### src/rtl/tdc_multi.sv
// tdc_multi: multi-channel time-to-digital converter.
//
// Each asynchronous detector pulse is synchronised into clk, then edge
// detected into a registered one-cycle hit flag. The time between consecutive
// hit groups (the channels hit in the same cycle) is measured in clock periods
// and emitted as a {start_mask, end_mask, interval} record through a one-deep
// valid/ready output register. Records that find the register full are
// dropped and counted in drop_count, which saturates.
//
// Optional feature: define TDC_TIMEOUT_RECORD_EN to emit a timeout record
// {start_mask, 0, MAX_INTERVAL} when a measurement expires without an end hit.
//
// Ports:
//   clk          sample / measurement clock
//   rst_n        synchronous active-low reset
//   pulse        asynchronous detector pulses, active-high, one bit per channel
//   out_ready    downstream accepts the record while out_valid is high
//   out_valid    record present
//   out_start    channel mask of the start hit group
//   out_end      channel mask of the end hit group (0 only for timeout records)
//   out_interval cycles from start detection to end detection
//   drop_count   records lost to backpressure, saturating at 0xFFFF
//   armed        high while a measurement is running
module tdc_multi #(
  parameter int CHANNELS     = 2,
  parameter int CNT_W        = 8,
  parameter int MAX_INTERVAL = 127,
  parameter int SYNC_STAGES  = 2
) (
  input  logic                clk,
  input  logic                rst_n,
  input  logic [CHANNELS-1:0] pulse,
  input  logic                out_ready,
  output logic                out_valid,
  output logic [CHANNELS-1:0] out_start,
  output logic [CHANNELS-1:0] out_end,
  output logic [CNT_W-1:0]    out_interval,
  output logic [15:0]         drop_count,
  output logic                armed
);

  typedef enum logic [0:0] {IDLE = 1'b0, ARMED = 1'b1} state_t;

  localparam logic [CNT_W:0] MAX_C = (CNT_W + 1)'(MAX_INTERVAL);

  // True when two or more channels are set (clearing the lowest set bit leaves something).
  function automatic logic multi_hot(input logic [CHANNELS-1:0] v);
    return (v & (v - CHANNELS'(1))) != '0;
  endfunction

  logic [SYNC_STAGES-1:0][CHANNELS-1:0] sync_r;
  logic [CHANNELS-1:0] prev_r;
  logic [CHANNELS-1:0] hit_r;

  state_t              state_r, state_n;
  logic [CNT_W-1:0]    k_r, k_n;
  logic [CHANNELS-1:0] start_mask_r, start_mask_n;
  logic [CNT_W:0]      k_inc_s;

  logic                rec_valid_s;
  logic [CHANNELS-1:0] rec_start_s;
  logic [CHANNELS-1:0] rec_end_s;
  logic [CNT_W-1:0]    rec_interval_s;

  // Synchroniser chain, previous-sample register and registered rising-edge hit flags.
  always_ff @(posedge clk) begin
    if (!rst_n) begin
      sync_r <= '0;
      prev_r <= '0;
      hit_r  <= '0;
    end else begin
      sync_r <= {sync_r[SYNC_STAGES-2:0], pulse};
      prev_r <= sync_r[SYNC_STAGES-1];
      hit_r  <= sync_r[SYNC_STAGES-1] & ~prev_r;
    end
  end

  // Measurement state register; independent of out_ready by construction.
  always_ff @(posedge clk) begin
    if (!rst_n) begin
      state_r      <= IDLE;
      k_r          <= '0;
      start_mask_r <= '0;
    end else begin
      state_r      <= state_n;
      k_r          <= k_n;
      start_mask_r <= start_mask_n;
    end
  end

  assign k_inc_s = {1'b0, k_r} + (CNT_W + 1)'(1);

  // Next-state logic and record generation.
  always_comb begin
    state_n        = state_r;
    k_n            = k_r;
    start_mask_n   = start_mask_r;
    rec_valid_s    = 1'b0;
    rec_start_s    = '0;
    rec_end_s      = '0;
    rec_interval_s = '0;
    case (state_r)
      IDLE: begin
        if (hit_r != '0) begin
          state_n      = ARMED;
          k_n          = '0;
          start_mask_n = hit_r;
          // Only a coincident group reports itself as an interval-0 record.
          if (multi_hot(hit_r)) begin
            rec_valid_s = 1'b1;
            rec_end_s   = hit_r;
          end else begin
            rec_valid_s = 1'b0;
          end
        end else begin
          state_n = IDLE;
        end
      end
      ARMED: begin
        if ((hit_r != '0) && (k_inc_s <= MAX_C)) begin
          // End hit; the same group immediately starts the next measurement.
          rec_valid_s    = 1'b1;
          rec_start_s    = start_mask_r;
          rec_end_s      = hit_r;
          rec_interval_s = k_inc_s[CNT_W-1:0];
          start_mask_n   = hit_r;
          k_n            = '0;
        end else if ((hit_r == '0) && (k_inc_s == MAX_C)) begin
          state_n      = IDLE;
          start_mask_n = '0;
          k_n          = '0;
`ifdef TDC_TIMEOUT_RECORD_EN
          rec_valid_s    = 1'b1;
          rec_start_s    = start_mask_r;
          rec_end_s      = '0;
          rec_interval_s = CNT_W'(MAX_INTERVAL);
`else
          rec_valid_s    = 1'b0;
`endif
        end else begin
          k_n = k_inc_s[CNT_W-1:0];
        end
      end
      default: begin
        state_n      = IDLE;
        k_n          = '0;
        start_mask_n = '0;
      end
    endcase
  end

  // One-deep output register with saturating drop accounting.
  always_ff @(posedge clk) begin
    if (!rst_n) begin
      out_valid    <= 1'b0;
      out_start    <= '0;
      out_end      <= '0;
      out_interval <= '0;
      drop_count   <= 16'd0;
    end else if (rec_valid_s) begin
      if (!out_valid || out_ready) begin
        out_valid    <= 1'b1;
        out_start    <= rec_start_s;
        out_end      <= rec_end_s;
        out_interval <= rec_interval_s;
      end else if (drop_count != 16'hFFFF) begin
        drop_count <= drop_count + 16'd1;
      end
    end else if (out_ready) begin
      out_valid <= 1'b0;
    end
  end

  assign armed = (state_r == ARMED);

endmodule

### config.mk
export PLATFORM = sky130hd
export DESIGN_NAME = tdc_multi
export DESIGN_NICKNAME = d
export VERILOG_FILES = /design/src/rtl/tdc_multi.sv
export SDC_FILE = /design/constraint.sdc
export NUM_CORES = 1
export LEC_CHECK = 0
export CAP_MARGIN = 5
export CORE_MARGIN = 2
export CORE_UTILIZATION = 45
export DETAILED_ROUTE_END_ITERATION = 6
export PLACE_DENSITY = 0.67
export SLEW_MARGIN = 20
export SYNTH_ARGS = -nofsm -noshare
export SYNTH_HDL_FRONTEND = slang
export SYNTH_SLANG_ARGS = --single-unit
### constraint.sdc
create_clock -name clk -period 5.59 [get_ports clk]
set_clock_uncertainty 0.05 [all_clocks]
set_input_delay 1.118 -clock clk [delete_from_list [all_inputs] [get_ports clk]]
set_output_delay 1.118 -clock clk [all_outputs]
set_load 0.01 [all_outputs]
# ---- After elaboration in Yosys (flattened, before gate mapping)
# Cells that the tools add are included.
dict set report word_totals {
  register_bits 48
  out_inout_bits 30
  wordCells 65
}
dict set report classes {
  n_addsub 3
  order_cmp 1
  n_eq_ne 5
  n_mux 27
  n_bitwise 5
  reduce_logical 12
}
# op count
set ops {}
lappend ops {{$mux W8} 5}
lappend ops {{$add A16 B1 Y16 const B} 1}
lappend ops {{$mux W2} 8}
lappend ops {{$ne A16 B16 Y1 const B} 1}
lappend ops {{$pmux W8 S2} 1}
lappend ops {{$add A8 B1 Y9 const B} 1}
lappend ops {{$eq A9 B7 Y1 const B} 1}
lappend ops {{$le A9 B7 Y1 const B} 1}
lappend ops {{$mux W1} 9}
lappend ops {{$pmux W2 S2} 2}
lappend ops {{$reduce_and A2 Y1} 3}
lappend ops {{$reduce_bool A2 Y1} 3}
lappend ops {{$and A2 B2 Y2} 2}
lappend ops {{$pmux W1 S2} 2}
lappend ops {{$ne A3 B1 Y1 const B} 1}
lappend ops {{$reduce_and A3 Y1} 1}
lappend ops {{$logic_and A1 B1 Y1} 2}
lappend ops {{$logic_not A2 Y1} 1}
lappend ops {{$ne A2 B1 Y1 const B} 1}
lappend ops {{$ne A2 B2 Y1 const B} 1}
lappend ops {{$not A1 Y1} 2}
lappend ops {{$not A2 Y2} 1}
lappend ops {{$sub A2 B1 Y2 const B} 1}
lappend ops {{$logic_not A1 Y1} 1}
lappend ops {{$logic_or A1 B1 Y1} 1}

# ---- Logic depth before layout (Yosys ltp)
dict set report depth {
  word_depth 8
  mapped_depth 9
  depth_no_buf 7
}

# ---- Worst setup path before layout
# No wires, ideal clock.
dict set report synth_timing {
  kind {input to register}
  startpoint {input out_ready}
  endpoint {register drop_count[4]}
  setup_ns 0.132
  arrival_time_ns 2.119
  slack_ns 3.288
  path_stages 6
  cell_sequence {nor2b_1 > nand2b_1 > buf_2 > buf_1 > o31ai_1 > a21oi_1}
}
dict set report synth_via {
  elab_chain_cells 3
}
# element line
set synth_rtl {}
lappend synth_rtl {{start, declared} 33} ;# input logic out_ready,
lappend synth_rtl {{$logic_or A1 B1 Y1} 161} ;# if (!out_valid || out_ready) begin
lappend synth_rtl {{$not A1 Y1 (no source line)} -}
lappend synth_rtl {{$reduce_and A3 Y1 (no source line)} -}
lappend synth_rtl {{end signal, assigned} 167} ;# drop_count <= drop_count + 16'd1;
lappend synth_rtl {{end, declared} 38} ;# output logic [15:0] drop_count,
# No other way between the ends.
# A chain may end at the register's enable or synchronous reset.

# ---- Worst setup path in the final report
dict set report layout_timing {
  startpoint {register k_r[0]}
  endpoint {register out_interval[4]}
}
dict set report layout_via {
  elab_chain_cells 6
  elab_cells_between_ends 8
}
# element line
set layout_rtl {}
lappend layout_rtl {{start, declared} 56} ;# logic [CNT_W-1:0] k_r, k_n;
lappend layout_rtl {{start signal, assigned} 86} ;# k_r <= k_n;
lappend layout_rtl {{$add A8 B1 Y9 (*)} 91} ;# assign k_inc_s = {1'b0, k_r} + (CNT_W + 1)'(1);
lappend layout_rtl {{$le A9 B7 Y1} 120} ;# if ((hit_r != '0) && (k_inc_s <= MAX_C)) begin
lappend layout_rtl {{$logic_and A1 B1 Y1} 120}
lappend layout_rtl {{$mux W1} 120}
lappend layout_rtl {{$pmux W1 S2} 102} ;# case (state_r)
lappend layout_rtl {{$reduce_and A2 Y1 (no source line)} -}
lappend layout_rtl {{end signal, assigned} 165} ;# out_interval <= rec_interval_s;
lappend layout_rtl {{end, declared} 37} ;# output logic [CNT_W-1:0] out_interval,
# Every way passes the cells marked *; elsewhere a longest branch is shown, timed or not.

==> out/metrics.yaml <==
antenna_cells: 0
cts_tree: "yes"
status: "completed"
yosys_warnings: 0
hp-class: "reg2reg"
grt_pass1_vias: 1940
synthTopCellsByCount: "dfxtp_1, nand2_1, nand2b_1"
vias: 2132
htree_num_levels: 2
synth.ff_latch_count: 48
multi_input_area_um2: 1410
first_pass_iters: 4
grt_pass1_wl_mm: 9.30
finalSetupViolations: 0
timing.hold.ws_ps: 334
yosysTopAreaCell: "dfxtp_1"
path_class: "reg2reg"
rows: 27
regArea_um2: 961
avgSynthCellArea_um2: 9.16
synth.most_common_cell: "dfxtp_1"
drv_cap: 0
drc: 0
slew_violations: 0
worst-path-max-fanout: 25
ys_types: 60
finalCritPeriodShare_pct: 55.4
end_kind: "flip-flop"
synth-async-reset-ratio_pct: 0
syn_inst: 273
drt_iter0_drc: 152
worstMarginPinSlew_ps: 814
clock-sinks: 48
routed_wl_mm: 5.50
fill_cells: 506
rsz0062_at_grt: "no"
synth_top_area_share_pct: 38.4
grt.total_usage_pct: 18.7
worstPathRequired_ps: 5780
overflow: 0
synth_fp_nets: 281
finalNetCount: 306
critPathArrivalTime_ps: 3290
io_pins: 35
yosysSeqAreaShare_pct: 38.4
min_period_ps: 3100
drtAntennaViolNets: 0
p_leak_nw: 0.953
cts_hold_buf: 0
antenna_found_initial: 0
clkTransAtPathRegs_ps: 100
syn_area_um2: 2500
power_density_nw_per_um2: 217
clockBufferDepth: 2
numPortBuffers: 34
grt_start_max_net_pins: 36
fin_util_pct: 54.6
dieArea_um2: 6170
post_cts_resized: 0
dpl.cell_count: 363
vias_per_cell: 5.75
hpwl_mm: 3.72
core_um2: 5440
wire_per_inst_um: 14.8
final_cells: 371
ys_top_cells_by_area: "dfxtp_1, mux2i_1, nand2b_1"
total_power_mw: 0.645
ir_worst_vdd_mv: 0.157
postCtsSetupBuffers: 0
clk_latency_ps: 300
hold_path_depth: 1
timing.fmax_mhz: 323
tritoncts.num_buffers: 5
fin_setup_tns_ps: 0
hold_viol: 0
synth_edf_count: 0
max-slew-margin-rel_pct: 45.7
rr_worst_depth: 7
ys.flop_type: "dfxtp_1"
cts-root-buf: "clkbuf_8"
areaGrowthSynthToFinish_pct: 18.8
drive_gt1_share_pct: 9.03
start_kind: "flip-flop"
start_util_pct: 46.0
die_h_um: 78.5
gp_congestion: 0.934
die_w_um: 78.5
## registers in the layout, indices dropped and copies added (netlist names)
name / flops
drop_count: 16
k_r: 8
out_interval: 8
sync_r: 4
hit_r: 2
out_end: 2
out_start: 2
prev_r: 2
start_mask_r: 2
armed: 1
out_valid: 1
## cell usage in the layout, fill, tap and decap left out, types with 8 or more instances in the layout
master / Yosys / routed
dfxtp_1: 48 / 48
clkdlybuf4s50_1: 0 / 34
nand2_1: 18 / 18
nand2b_1: 14 / 14
a21oi_1: 13 / 13
and2_1: 11 / 11
nand3_1: 11 / 11
nor3_1: 10 / 10
inv_1: 9 / 9
nor2_1: 9 / 9
mux2i_1: 9 / 9
o21a_1: 8 / 8
## path summary, 6_finish.rpt
check | slack [ps] | to | from
hold reg to reg | 330 | hit_r[0] | prev_r[0]
setup / recovery | 2490 | out_interval[4] | k_r[0]
setup reg to reg | 2490 | out_interval[4] | k_r[0]
hold / removal | 330 | hit_r[0] | prev_r[0]
## metal layers
metal,global-route usage (%),vias to the layer above,part of all wire [%]
li1,-,1063,-
met1,26.8,994,49
met2,27.9,71,44
met3,3.33,4,5.4
met4,6.84,0,1.0
met5,0,-,0
## where the power goes
part | internal (mW) | total [mW] | switching, mW | leakage [nW]
combinational | 0.0112 | 0.0303 | 0.0191 | 0.504
clock | 0.146 | 0.265 | 0.118 | 0.0614
sequential | 0.346 | 0.350 | 0.00442 | 0.388
total | 0.503 | 0.645 | 0.142 | 0.953
## cell families (layout without fill, tap and decap cells)
family                   Yosys count  after routing  synth area share (%)
multiplexers                       9              9                  3.60
adder cells (fa/ha/maj)            4              4                  1.90
AND/OR/NAND/NOR                  114            114                  29.3
XOR/XNOR                           4              4                  1.40
AO/OA/AOI/OAI                     67             67                  20.3
flip-flops                        48             48                  38.4
buffers and inverters             27             53                  5.11
## critical path, cell delays in order (launching register included)
cell and delay, ps:
dfxtp_1 570, ha_1 400, nand2b_1 90, or4b_4 510, and3_4 200, o21bai_4 520, o21a_1 480, a22o_1 210
## stage by stage
step | setup slack (ps) | instance area (µm²)
2_1_floorplan | 3290 | 2500
3_3_place_gp | 2440 | 2850
3_5_place_dp | 2350 | 2850
4_1_cts | 2540 | 2970
5_1_grt | 2370 | 2970
6_report | 2490 | 2970
## cell type report
cell class	count	area share [%]
clock buffer	6	2.78
clock inverter	2	1.31
inverter	10	1.26
multi-input combinational	198	47.5
sequential	48	32.4
tap	72	3.03
timing repair buffer	35	11.7
No activity file was read; power rests on OpenSTA's default activity.
